<file path="config.mk">
export PLATFORM = sky130hd
export DESIGN_NAME = muldiv_unit
export DESIGN_NICKNAME = d
export VERILOG_FILES = /design/src/rtl/muldiv_unit.sv
export SDC_FILE = /design/constraint.sdc
export NUM_CORES = 1
export LEC_CHECK = 0
export ABC_AREA = 1
export CORE_UTILIZATION = 55
export CTS_BUF_LIST = sky130_fd_sc_hd__clkbuf_16
export DETAILED_ROUTE_END_ITERATION = 10
export HOLD_SLACK_MARGIN = 0.12
export PLACE_DENSITY_LB_ADDON = 0.15
export SLEW_MARGIN = 5
export SYNTH_ARGS = -nofsm -noshare
export SYNTH_HDL_FRONTEND = slang
export SYNTH_SLANG_ARGS = --single-unit
</file>
<file path="constraint.sdc">
create_clock -name clk -period 7.8 [get_ports clk]
set_clock_uncertainty 0.2 [all_clocks]
set_input_delay 1.56 -clock clk [delete_from_list [all_inputs] [get_ports clk]]
set_output_delay 1.56 -clock clk [all_outputs]
set_load 0.005 [all_outputs]
</file>
<file path="src/rtl/muldiv_unit.sv">
// Iterative RV M-extension multiply/divide unit: radix-2 shift-add multiply and
// restoring divide, one bit per cycle, with valid/ready handshakes on both sides.
module muldiv_unit #(
   parameter int WIDTH = 32
) (
   input  logic             clk,
   input  logic             rst,
   input  logic             flush,
   input  logic             in_valid,
   output logic             in_ready,
   input  logic [2:0]       op,
   input  logic [WIDTH-1:0] src1,
   input  logic [WIDTH-1:0] src2,
   output logic             out_valid,
   input  logic             out_ready,
   output logic [WIDTH-1:0] result
);

   localparam int CW = $clog2(WIDTH);
   localparam logic [2:0] OP_MUL    = 3'b000;
   localparam logic [2:0] OP_MULH   = 3'b001;
   localparam logic [2:0] OP_MULHSU = 3'b010;
   localparam logic [2:0] OP_MULHU  = 3'b011;
   localparam logic [2:0] OP_DIV    = 3'b100;
   localparam logic [2:0] OP_DIVU   = 3'b101;
   localparam logic [2:0] OP_REM    = 3'b110;
   localparam logic [2:0] OP_REMU   = 3'b111;
   localparam logic [WIDTH-1:0] MIN_VAL = {1'b1, {(WIDTH-1){1'b0}}};

   typedef enum logic [1:0] {IDLE, CALC, DONE} state_t;

   state_t           state, next_state;
   logic [2:0]       op_q;
   logic [WIDTH-1:0] hi, lo, b;
   logic [CW-1:0]    counter;
   logic             res_neg, rem_neg;

   logic             signed1, signed2, neg1, neg2, div0, ovf, special, accept;
   logic [WIDTH-1:0] mag1, mag2, special_res;
   logic [WIDTH:0]   msum, shifted, diff;
   logic [WIDTH-1:0] hi_n, lo_n, quot, rem, final_res;
   logic [2*WIDTH-1:0] prod;

   assign in_ready  = (state == IDLE);
   assign out_valid = (state == DONE);
   assign accept    = in_valid && (state == IDLE) && !flush;

   // Operand decode: magnitudes, sign flags and the divide short-circuit cases
   always_comb begin
      signed1 = (op == OP_MUL) || (op == OP_MULH) || (op == OP_MULHSU) ||
                (op == OP_DIV) || (op == OP_REM);
      signed2 = (op == OP_MUL) || (op == OP_MULH) || (op == OP_DIV) || (op == OP_REM);
      neg1    = signed1 && src1[WIDTH-1];
      neg2    = signed2 && src2[WIDTH-1];
      mag1    = neg1 ? -src1 : src1;
      mag2    = neg2 ? -src2 : src2;
      div0    = op[2] && (src2 == '0);
      ovf     = ((op == OP_DIV) || (op == OP_REM)) && (src1 == MIN_VAL) && (src2 == '1);
      special = div0 || ovf;
      special_res = '0;
      if (div0)
         special_res = op[1] ? src1 : '1;
      else if (ovf)
         special_res = op[1] ? '0 : MIN_VAL;
   end

   // One iteration of either the shift-add multiply or the restoring divide
   always_comb begin
      msum    = {1'b0, hi} + (lo[0] ? {1'b0, b} : '0);
      shifted = {hi, lo[WIDTH-1]};
      diff    = shifted - {1'b0, b};
      if (op_q[2]) begin
         hi_n = diff[WIDTH] ? shifted[WIDTH-1:0] : diff[WIDTH-1:0];
         lo_n = {lo[WIDTH-2:0], ~diff[WIDTH]};
      end else begin
         hi_n = msum[WIDTH:1];
         lo_n = {msum[0], lo[WIDTH-1:1]};
      end
      prod = res_neg ? -{hi_n, lo_n} : {hi_n, lo_n};
      quot = res_neg ? -lo_n : lo_n;
      rem  = rem_neg ? -hi_n : hi_n;
      case (op_q)
         OP_MUL:                       final_res = prod[WIDTH-1:0];
         OP_MULH, OP_MULHSU, OP_MULHU: final_res = prod[2*WIDTH-1:WIDTH];
         OP_DIV, OP_DIVU:              final_res = quot;
         default:                      final_res = rem;
      endcase
   end

   always_ff @(posedge clk or posedge rst) begin
      if (rst)
         state <= IDLE;
      else
         state <= next_state;
   end

   // Flush overrides every transition, including the output handshake
   always_comb begin
      next_state = state;
      case (state)
         IDLE:    if (in_valid) next_state = special ? DONE : CALC;
         CALC:    if (counter == '0) next_state = DONE;
         DONE:    if (out_ready) next_state = IDLE;
         default: next_state = IDLE;
      endcase
      if (flush)
         next_state = IDLE;
   end

   // Datapath: load magnitudes on accept, iterate in CALC, write result on the last step
   always_ff @(posedge clk or posedge rst) begin
      if (rst) begin
         op_q    <= '0;
         hi      <= '0;
         lo      <= '0;
         b       <= '0;
         counter <= '0;
         res_neg <= 1'b0;
         rem_neg <= 1'b0;
         result  <= '0;
      end else if (!flush) begin
         if (accept) begin
            op_q    <= op;
            res_neg <= neg1 ^ neg2;
            rem_neg <= neg1;
            counter <= CW'(WIDTH-1);
            hi      <= '0;
            lo      <= op[2] ? mag1 : mag2;
            b       <= op[2] ? mag2 : mag1;
            if (special)
               result <= special_res;
         end else if (state == CALC) begin
            hi <= hi_n;
            lo <= lo_n;
            if (counter == '0)
               result <= final_res;
            else
               counter <= counter - CW'(1);
         end
      end
   end

endmodule

</file>
==> impl_metrics.tcl <==
set metrics [dict create \
    clk_pin_slew_worst_paths_ns 0.06 \
    ys_seq_elements 140 \
    holdPathStages 2 \
    antenna_found_initial 2 \
    drc_errors 0 \
    cp_top_family "simple AND/OR/NAND/NOR gates" \
    antenna_left 0 \
    regArea_um2 3508 \
    fill_cells 3119 \
    cp-start-kind "flop" \
    via_per_inst 6.158 \
    worstPathRequired_ns 7.92 \
    reg2regPathDepth 30 \
    cts_resized 0 \
    min_period_over_period_pct 73.80 \
    dieHeight_um 180.6 \
    final_common_cell "nand2_1" \
    setup_tns_ns 0 \
    dieArea_um2 32600 \
    clock-root-buffer "clkbuf_16" \
    tightest_slew_ns 1.277 \
    yosysWarnings 0 \
    drt_iter0_drc 2577 \
    criticalPathCategory "flop to flop" \
    slew_violations 0 \
    fmax_mhz 173.7 \
    port_buffers 105 \
    cp_num_buf_inv 2 \
    ys_types 61 \
    setup_violations 0 \
    io_pins 106 \
    slowest_stage "dfrtp_1" \
    hold_class "flop to flop" \
    post_cts_buffers 0 \
    cpPeakStageDelay_ns 0.48 \
    layout_common_cells "nand2_1 (930), inv_1 (446), nor2_1 (280)" \
    num_vias 21470 \
    dp_hpwl_mm 60.91 \
    clkLatencyLatePin_ns 0.46 \
    first_pass_iters 9 \
    cp_max_fo 37 \
    status "complete, no violations" \
    core_um2 31470 \
    cpMostUsedCell "nor2_1" \
    syn_nets 3175 \
    grt_overflow_total 0 \
    cts_tree "yes" \
    initial_utilization_pct 55.72 \
    cts.sinks 140 \
    cts_buffer_depth 2 \
    grt_pass1_vias 20100 \
    syn_area_per_cell_um2 5.788 \
    htree_levels 4 \
    drive_above_1_share_pct 5.804 \
    area_growth_pct 10.47 \
    grt_setup_unrepaired "false" \
    grt_max_degree 89 \
    maxCapViolations 0 \
    slew_headroom_pct 14.77 \
    place_congestion 1.078 \
    ys_seq_area_share_pct 19.98 \
    die_x_um 180.6 \
    wl_per_cell_um 22.35 \
    crit_arrival_ns 5.87 \
    wl_mm 77.94 \
    ff2ff_setup_slack_ns 2.04 \
    async_flop_share_pct 100.0 \
    synth_flop_cell "dfrtp_1" \
    hold_buffers 0 \
    fin_nets 3216 \
    num_rows 65 \
    syn_area_um2 17540 \
    syn-instance-count 3030 \
    cts-buffers-inserted 17 \
    worst-path-stages 30 \
    fin_crit_ns 5.757 \
    grt_pass1_wl_mm 117.8 \
    track_usage_pct 47.91 \
    crit_path_end_kind "flop" \
    finalHoldViolCount 0 \
    synth-edff-count 0 \
    multi_input_area_um2 11840 \
]
-- stage by stage --
step	util [%]	setup WS, ns	hold slack (ns)	cell area [um^2]	instances
4_1_cts	61.55	2.288	0.3100	19370	3486
2_1_floorplan	-	2.287	0.2653	17540	3030
6_report	61.55	2.043	0.3153	19370	3487
3_3_place_gp	59.67	2.171	0.2855	18780	3454
3_5_place_dp	59.67	1.998	0.2959	18780	3454
5_1_grt	61.55	1.654	0.3475	19370	3486
-- worst register-to-register path: cells and delay by family, from the launching register on --
kind / cells / cell delay (ns)
DFF: 1 / 0.48
and+or+nand+nor: 21 / 3.05
buffers and inverters: 2 / 0.14
adders and majority gates: 3 / 0.81
AOI/OAI and AO/OA: 4 / 0.93
-- kinds of logic after synthesis --
| group | Yosys count | synth area share (%) |
|---|---|---|
| and+or+nand+nor | 1648 | 40.23 |
| buffers and inverters | 564 | 12.68 |
| AOI/OAI and AO/OA | 498 | 16.48 |
| DFF | 140 | 19.98 |
| xor gates and xnor gates | 107 | 5.344 |
| adders and majority gates | 73 | 5.294 |
-- metal layers --
metal	global-route usage [%]	up-vias	share of wire [%]
li1	-	9805	-
met1	56.10	9806	36
met2	73.12	1487	43
met3	12.97	374	12
met4	40.48	2	9.8
met5	0	-	0.013
-- synthesized netlist by cell type, types with 6 or more instances --
| library cell | number | area [um^2] |
|---|---|---|
| o21bai_1 | 8 | 60.06 |
| o21ai_0 | 153 | 765.7 |
| nor2_1 | 285 | 1070 |
| dfrtp_1 | 140 | 3503 |
| a22oi_1 | 20 | 150.1 |
| or2_2 | 10 | 62.56 |
| o22ai_1 | 33 | 206.5 |
| nor2_2 | 25 | 156.4 |
| o21ai_1 | 8 | 40.04 |
| xnor2_1 | 16 | 140.1 |
| a21o_1 | 7 | 52.55 |
| nand3_2 | 7 | 70.07 |
| a31oi_1 | 10 | 62.56 |
| nand2_2 | 34 | 212.7 |
| xor2_1 | 91 | 797.0 |
| nand2_4 | 7 | 78.83 |
| ha_1 | 71 | 888.4 |
| nand3_1 | 244 | 1221 |
| inv_2 | 12 | 45.04 |
| nand2_1 | 930 | 3491 |
| a21oi_1 | 184 | 920.9 |
| a21oi_2 | 7 | 61.31 |
| inv_1 | 447 | 1678 |
| o211ai_1 | 27 | 202.7 |
| buf_1 | 8 | 30.03 |
| nor2_4 | 7 | 78.83 |
| buf_2 | 19 | 95.09 |
| nand3b_1 | 11 | 82.58 |
| nand4_1 | 35 | 219.0 |
| clkbuf_1 | 62 | 232.7 |
| nor3_1 | 35 | 175.2 |
| o221ai_1 | 16 | 140.1 |
| buf_4 | 6 | 45.04 |
-- final timing paths --
| kind | startpoint | end |
|---|---|---|
| setup / recovery | b[0] | result[4] |
| hold / removal | lo[31] | lo[31] |
| setup reg to reg | b[0] | result[4] |
| hold reg to reg | lo[31] | lo[31] |
| max in group asynchronous | rst | hi[24] |
| min in group asynchronous | rst | op_q[1] |
-- state kept, by name, indices dropped and copies added, names as in the netlist --
register and count:
counter 5, op_q 3, lo 32, hi 32, rem_neg 1, state 2, result 32, res_neg 1
b 32
-- final cells by class --
cell class,count,share of cell area [%]
clock buffers,17,2.196
inverters,462,8.977
clock inverters,15,0.8525
flip-flops and latches,140,18.11
diodes,1,0.01292
well taps,402,2.596
repair buffers,124,6.161
multi-input cells,2326,61.10
Power is left out: the tool's default activity adds up to more than one toggle a clock period on the data nets, which glitch-free logic cannot reach.
